$ cat config.mk
export PLATFORM = sky130hd
export DESIGN_NAME = count_load_ctrl
export DESIGN_NICKNAME = d
export VERILOG_FILES = /design/src/rtl/count_load_ctrl.sv
export SDC_FILE = /design/constraint.sdc
export NUM_CORES = 1
export LEC_CHECK = 0
export BUFFER_PORTS_ARGS = -buffer_cell sky130_fd_sc_hd__buf_2
export CAP_MARGIN = 40
export CORE_MARGIN = 2
export CORE_UTILIZATION = 38
export CTS_CLUSTER_SIZE = 28
export DETAILED_ROUTE_END_ITERATION = 10
export PLACE_DENSITY_LB_ADDON = 0.12
export SYNTH_ARGS = -nofsm -noshare
export SYNTH_HDL_FRONTEND = slang
export SYNTH_SLANG_ARGS = --single-unit
export TNS_END_PERCENT = 5
$ cat constraint.sdc
create_clock -name clk -period 3.1 [get_ports clk]
set_input_delay 0.465 -clock clk [delete_from_list [all_inputs] [get_ports clk]]
set_output_delay 0.465 -clock clk [all_outputs]
set_load 0.01 [all_outputs]
$ cat src/rtl/count_load_ctrl.sv
// Load controller for a downstream 4-bit counter: loads a start value, watches the
// counter for a terminal value and either reloads it periodically or stops after one pass.
module count_load_ctrl (
    input  logic       clk,
    input  logic       rst,
    input  logic       cfg_valid,
    output logic       cfg_ready,
    input  logic [3:0] cfg_start,
    input  logic [3:0] cfg_end,
    input  logic       cfg_oneshot,
    input  logic       abort,
    input  logic [3:0] cnt_in,
    output logic       ld,
    output logic [3:0] ldvalue,
    output logic       tick,
    output logic       done,
    output logic       busy,
    output logic [7:0] reload_cnt,
    output logic [1:0] dbg_state
);

    typedef enum logic [1:0] {
        IDLE = 2'd0,
        LOAD = 2'd1,
        RUN  = 2'd2,
        DONE = 2'd3
    } state_e;

    state_e     state_q, state_d;
    logic [3:0] start_q, end_q;
    logic       oneshot_q;
    logic [7:0] reload_cnt_q, reload_cnt_d;
    logic       tick_q, tick_d;
    logic       cfg_take;
    logic       match;

    // Configuration handshake: a transfer happens on a rising edge where
    // cfg_valid && cfg_ready; cfg_ready is high only in IDLE, and the offered
    // fields are captured on that edge only.
    assign match = (cnt_in == end_q);

    always_comb begin
        state_d      = state_q;
        reload_cnt_d = reload_cnt_q;
        tick_d       = 1'b0;
        cfg_take     = 1'b0;
        cfg_ready    = 1'b0;
        busy         = 1'b0;
        done         = 1'b0;
        ld           = 1'b0;
        ldvalue      = 4'd0;
        case (state_q)
            IDLE: begin
                cfg_ready = 1'b1;
                if (cfg_valid) begin
                    cfg_take     = 1'b1;
                    reload_cnt_d = 8'd0;
                    state_d      = LOAD;
                end
            end
            LOAD: begin
                busy = 1'b1;
                if (abort) begin
                    state_d = IDLE;
                end else begin
                    ld      = 1'b1;
                    ldvalue = start_q;
                    state_d = RUN;
                end
            end
            RUN: begin
                busy = 1'b1;
                // Abort outranks a terminal match: no reload, no tick, no count.
                if (abort) begin
                    state_d = IDLE;
                end else if (match) begin
                    tick_d = 1'b1;
                    if (oneshot_q) begin
                        state_d = DONE;
                    end else begin
                        ld      = 1'b1;
                        ldvalue = start_q;
                        if (reload_cnt_q != 8'hFF) begin
                            reload_cnt_d = reload_cnt_q + 8'd1;
                        end
                    end
                end
            end
            DONE: begin
                done    = 1'b1;
                state_d = IDLE;
            end
            default: state_d = IDLE;
        endcase
    end

    always_ff @(posedge clk or posedge rst) begin
        if (rst) begin
            state_q      <= IDLE;
            start_q      <= 4'd0;
            end_q        <= 4'd0;
            oneshot_q    <= 1'b0;
            reload_cnt_q <= 8'd0;
            tick_q       <= 1'b0;
        end else begin
            state_q      <= state_d;
            reload_cnt_q <= reload_cnt_d;
            tick_q       <= tick_d;
            if (cfg_take) begin
                start_q   <= cfg_start;
                end_q     <= cfg_end;
                oneshot_q <= cfg_oneshot;
            end
        end
    end

    assign tick       = tick_q;
    assign reload_cnt = reload_cnt_q;
    assign dbg_state  = state_q;

endmodule

* Word-level counts from Yosys, hierarchy flattened *
Index checks and enable logic that the tools add are counted.

cells by class
  mux-type cells = 30
  add/subtract/negate cells = 1
  equal/unequal tests = 12
  reductions and logical operators = 5

operators by type and width
  operator                                        number
  two-way mux 8 bit                               5
  two-way mux 4 bit                               4
  case mux 8 bit (2 select lines)                 1
  two-way mux 1 bit                               12
  two-way mux 2 bit                               5
  != test 2 bit (second input constant)           5
  adder 8 x 1 -> 8 bit (second input constant)    1
  != test 8 bit (second input constant)           1
  case mux 2 bit (4 select lines)                 1
  case mux 4 bit (2 select lines)                 1
  != test 3 bit (second input constant)           2
  AND reduction 6 bit                             1
  == test 2 bit (second input constant)           2
  == test 4 bit                                   1
  AND reduction 3 bit                             1
  == test 2 x 1 -> 1 bit (second input constant)  1
  logical NOT 2 bit                               1
  case mux 1 bit (2 select lines)                 1
  nonzero test 2 bit                              1
  OR reduction 2 bit                              1

word-level totals
  logic and storage cells = 54
  bits in registers = 20

* Longest topological paths before layout *
  depth in word-level cells = 6
  mapped depth = 8

* Worst setup path before layout *
Ideal clock, no wire load.

  path kind = reg-to-reg
  start point = register state_q[0], in the netlist dbg_state[0]
  end point = register reload_cnt_q[5], in the netlist reload_cnt[5]
  clock period less this slack = 2.158 ns
  slack = 0.942 ns
  arrival = 2.029 ns
  required time = 2.972 ns
  cell stages (with the launch flop) = 8
  buffers on the path = 0
  cell sequence = dfrtp_1 -> inv_1 -> ha_1 -> nor2b_4 -> or3_4 -> or4_1 -> a22oi_1 -> mux2i_1

between the ends
  word-level cells in the longest chain between the ends = 3
  elaborated cells on any way between the ends = 10
  classes of those cells = eq/ne (6); mux (1); reduce/logical (3)

RTL lines
  what                                                                  RTL line  RTL
  from (decl)                                                           29        state_e state_q, state_d;
  from (signal assigned)                                                106       state_q <= state_d;
  == test 2 bit / logical NOT 2 bit (equally long branches)             52        case (state_q)
  != test 2 bit (no line) / nonzero test 2 bit (equally long branches)  n/a
  AND reduction 6 bit (no line)                                         n/a
  to (signal assigned)                                                  107       reload_cnt_q <= reload_cnt_d;
  to (decl)                                                             32        logic [7:0] reload_cnt_q, reload_cnt_d;

Parallel ways exist; a longest one is shown, timed or not.
A chain may end at the register's enable or synchronous reset.

* Worst setup path in the final report *
  start point = register state_q[0], in the netlist dbg_state[0]
  end point = register reload_cnt_q[4], in the netlist reload_cnt[4]

Same word-level chain as after synthesis.

==> flow_results.xml <==
<?xml version="1.0" encoding="UTF-8"?>
<metrics>
  <group name="sta">
    <metric name="relSlewSlack" unit="%">49.94</metric>
    <metric name="layout_setup_ws" unit="ns">0.4853</metric>
    <metric name="setup_viol" unit="">0</metric>
    <metric name="finalHoldViolCount" unit="">0</metric>
    <metric name="max_clock_freq" unit="GHz">0.3824</metric>
    <metric name="tns" unit="ns">0</metric>
    <metric name="worst-slew-pin-transition" unit="ns">0.7501</metric>
    <metric name="rsz0062_at_grt" unit="">no</metric>
    <metric name="finClkSkew" unit="ns">0.003091</metric>
    <metric name="slew_viol_final" unit="">0</metric>
    <metric name="final_period_minus_worst_setup_slack" unit="ns">2.615</metric>
    <metric name="final_cycle_utilization_of_the_critical_path" unit="%">84.35</metric>
  </group>
  <group name="route">
    <metric name="drt_iter0_drc" unit="">36</metric>
    <metric name="detailed_route_drc_error_count" unit="">4</metric>
    <metric name="vias" unit="">944</metric>
    <metric name="drt-wirelength-per-cell" unit="µm">13.21</metric>
    <metric name="ratio_of_routed_vias_to_standard_cells" unit="">5.364</metric>
    <metric name="drt_pass_1_iters" unit="">7</metric>
    <metric name="drt.antenna.violating_nets" unit="">0</metric>
    <metric name="route.final.wire_length" unit="mm">2.325</metric>
  </group>
  <group name="place">
    <metric name="io_buffer_count" unit="">35</metric>
    <metric name="dp.cells" unit="">172</metric>
    <metric name="place.gp.congestion" unit="">0.8544</metric>
    <metric name="dp_worst_setup_slack" unit="ns">0.5564</metric>
  </group>
  <group name="grt">
    <metric name="grt.total_usage" unit="%">14.45</metric>
    <metric name="grt_max_degree" unit="">21</metric>
    <metric name="grt_pass1_vias" unit="">848</metric>
    <metric name="initial_antenna_violation_count" unit="">0</metric>
    <metric name="global_route.overflow_total" unit="">0</metric>
    <metric name="grt_first_pass_wirelength" unit="mm">3.801</metric>
  </group>
  <group name="job">
    <metric name="max_cap_violations" unit="">0</metric>
  </group>
  <group name="worst_setup_path">
    <metric name="cp-start-kind" unit="">flip-flop</metric>
    <metric name="path_max_fanout" unit="">13</metric>
    <metric name="path_class" unit="">reg -&gt; reg</metric>
    <metric name="worstSetupEndpointType" unit="">flip-flop</metric>
    <metric name="worst_path_required" unit="ns">3.34</metric>
    <metric name="arrival" unit="ns">2.85</metric>
    <metric name="reg2reg_slack" unit="ns">0.49</metric>
  </group>
  <group name="run_status">
    <metric name="result_of_the_run" unit="">finished with violations</metric>
    <metric name="failing_checks" unit="">DRC</metric>
  </group>
  <group name="min_path">
    <metric name="hold_path_class" unit="">in -&gt; async</metric>
  </group>
  <group name="floorplanning">
    <metric name="initial_core_util" unit="%">40.50</metric>
    <metric name="chipWidth" unit="µm">58.68</metric>
    <metric name="core-area" unit="mm²">0.002805</metric>
    <metric name="die_area" unit="mm²">0.003443</metric>
    <metric name="die_y" unit="µm">58.68</metric>
    <metric name="io_pins" unit="">36</metric>
    <metric name="placementRows" unit="">19</metric>
  </group>
  <group name="yosys">
    <metric name="postSynthNetCount" unit="">133</metric>
    <metric name="flop_and_latch_count_out_of_synthesis" unit="">20</metric>
    <metric name="synthesis.instances" unit="">111</metric>
    <metric name="synth.yosys.seq_area_share" unit="%">44.05</metric>
    <metric name="synthesis.area" unit="mm²">0.001136</metric>
    <metric name="synth.yosys.warnings" unit="">0</metric>
    <metric name="synth_cell_type_count" unit="">31</metric>
    <metric name="syn-mean-instance-area" unit="µm²">10.24</metric>
  </group>
  <group name="final_layout">
    <metric name="flow.area_growth_from_synthesis" unit="%">20.26</metric>
    <metric name="final_layout_size_suffix_gt1_share" unit="%">34.48</metric>
    <metric name="utilization" unit="%">48.71</metric>
    <metric name="post_layout_nonfiller_instances" unit="">176</metric>
    <metric name="number_of_nets_in_the_layout" unit="">168</metric>
    <metric name="fillers" unit="">269</metric>
    <metric name="n_antenna_cell" unit="">0</metric>
  </group>
  <group name="pwr">
    <metric name="cellPowerDensity" unit="mW/mm²">677.6</metric>
    <metric name="vdd.ir_drop.worst" unit="V">0.0003705</metric>
    <metric name="power.leakage" unit="µW">0.0006608</metric>
    <metric name="design_power_total" unit="µW">925.9</metric>
  </group>
  <group name="clocking">
    <metric name="cts_sinks" unit="">20</metric>
    <metric name="clk-insertion-delay-late" unit="ns">0.29</metric>
    <metric name="h-tree-depth" unit="">1</metric>
    <metric name="tritoncts" unit="">done</metric>
    <metric name="cts.root.buffer_cell" unit="">sky130_fd_sc_hd__clkbuf_4</metric>
    <metric name="post-cts-setup-buffer-count" unit="">0</metric>
    <metric name="cts_hold_repair.buffers" unit="">0</metric>
    <metric name="cts_buffers" unit="">3</metric>
    <metric name="path_clk_slew" unit="ns">0.11</metric>
    <metric name="cts_repair_resize_count" unit="">0</metric>
    <metric name="clock_path_buffers" unit="">2</metric>
  </group>
</metrics>
==> state kept, by name, indices dropped and copies added (netlist names) <==
| signal | count |
|---|---|
| dbg_state | 2 |
| end_q | 4 |
| oneshot_q | 1 |
| reload_cnt | 8 |
| start_q | 4 |
| tick | 1 |
==> stage by stage <==
| stage | hold WS (ns) | cell area, µm² |
|---|---|---|
| after CTS | 0.2970 | 1366 |
| final | 0.2833 | 1366 |
| after global placement | 0.4795 | 1330 |
| after global routing | 0.3153 | 1366 |
| after floorplan | 0.4288 | 1136 |
| after detailed placement | 0.4885 | 1330 |
==> worst max-delay path: stages, from the launching register on <==
cell                       delay (ns)
sky130_fd_sc_hd__dfrtp_1         0.44
sky130_fd_sc_hd__inv_1           0.11
sky130_fd_sc_hd__ha_1            0.43
sky130_fd_sc_hd__nand2b_1        0.18
sky130_fd_sc_hd__or3_4           0.37
sky130_fd_sc_hd__or3_1           0.49
sky130_fd_sc_hd__or4_1           0.46
sky130_fd_sc_hd__nand3_1         0.08
==> kinds of logic after synthesis <==
kind of cell               count (synthesis)  synth area share, %
and+or+nand+nor                           42                21.81
DFF                                       20                44.05
AOI/OAI and AO/OA                         17                10.35
buffers and inverters                     11                3.744
muxes                                     11                10.68
xor gates and xnor gates                   5                3.854
adders and majority gates                  5                5.507
==> layer usage <==
metal / vias up / global-route usage, % / routed length (µm) / share of wire (%)
met3: 2 / 4.615 / 97 / 4.2
met2: 21 / 21.83 / 1109 / 48
met5: - / 0 / 0 / 0
met4: 0 / 3.896 / 18 / 0.77
met1: 447 / 20.08 / 1100 / 47
li1: 474 / - / - / -
==> power breakdown <==
group | switching (µW) | leakage, µW | internal [µW]
combinational | 196 | 0.000383 | 196
sequential | 52.1 | 0.000257 | 334
clock | 76.1 | 0.0000210 | 71.5
==> placed cells by master (no fill, tap or decap), types with 3 or more instances in the layout <==
cell type and instances:
sky130_fd_sc_hd__and2_1 4, sky130_fd_sc_hd__o211ai_1 4, sky130_fd_sc_hd__ha_1 5, sky130_fd_sc_hd__clkbuf_4 3
sky130_fd_sc_hd__xnor2_1 5, sky130_fd_sc_hd__o21ai_0 3, sky130_fd_sc_hd__buf_2 35, sky130_fd_sc_hd__nand4_1 4
sky130_fd_sc_hd__inv_1 6, sky130_fd_sc_hd__or3_1 3, sky130_fd_sc_hd__nand3_1 9, sky130_fd_sc_hd__nor2_1 5
sky130_fd_sc_hd__nand2_1 5, sky130_fd_sc_hd__mux2_2 9, sky130_fd_sc_hd__dfrtp_1 20, sky130_fd_sc_hd__nor4_1 3
==> final timing paths <==
path,cells after the start,end,from
worst max-delay path,7,reload_cnt[4],dbg_state[0]
worst min-delay path,2,start_q[3],rst
worst max register to register,7,reload_cnt[4],dbg_state[0]
worst min register to register,1,start_q[0],start_q[0]
max in group asynchronous,2,start_q[2],rst
min in group clk,2,end_q[1],cfg_end[1]
==> cells in the mapped netlist (all sizes together) <==
master,n,area [µm²]
dfrtp,20,500.5
mux2,9,101.4
nand3,9,45.04
inv,6,22.52
ha,5,62.56
nand2,5,18.77
nor2,5,18.77
xnor2,5,43.79
and2,4,25.02
clkbuf,4,15.01
nand4,4,25.02
o211ai,4,30.03
or3,4,30.03
nor4,3,18.77
o21ai,3,15.01
a21o,2,15.01
a21oi,2,10.01
and4,2,17.52
mux2i,2,20.02
nand2b,2,12.51
or4,2,15.01
a22oi,1,7.510
a2bb2oi,1,8.760
a31oi,1,6.260
buf,1,5.000
nor2b,1,13.76
nor3b,1,7.510
o221ai,1,8.760
o22ai,1,6.260
o2bb2a,1,10.01
==> cell type report <==
type	count	area, µm²	area share, %
clock buffers	4	36.28	2.656
inverters	6	22.52	1.648
multi-input cells	80	593.1	43.41
flip-flops and latches	20	500.5	36.63
well taps	31	38.79	2.839
repair buffers	35	175.2	12.82
Note: power is estimated with default switching activity, not from simulation.
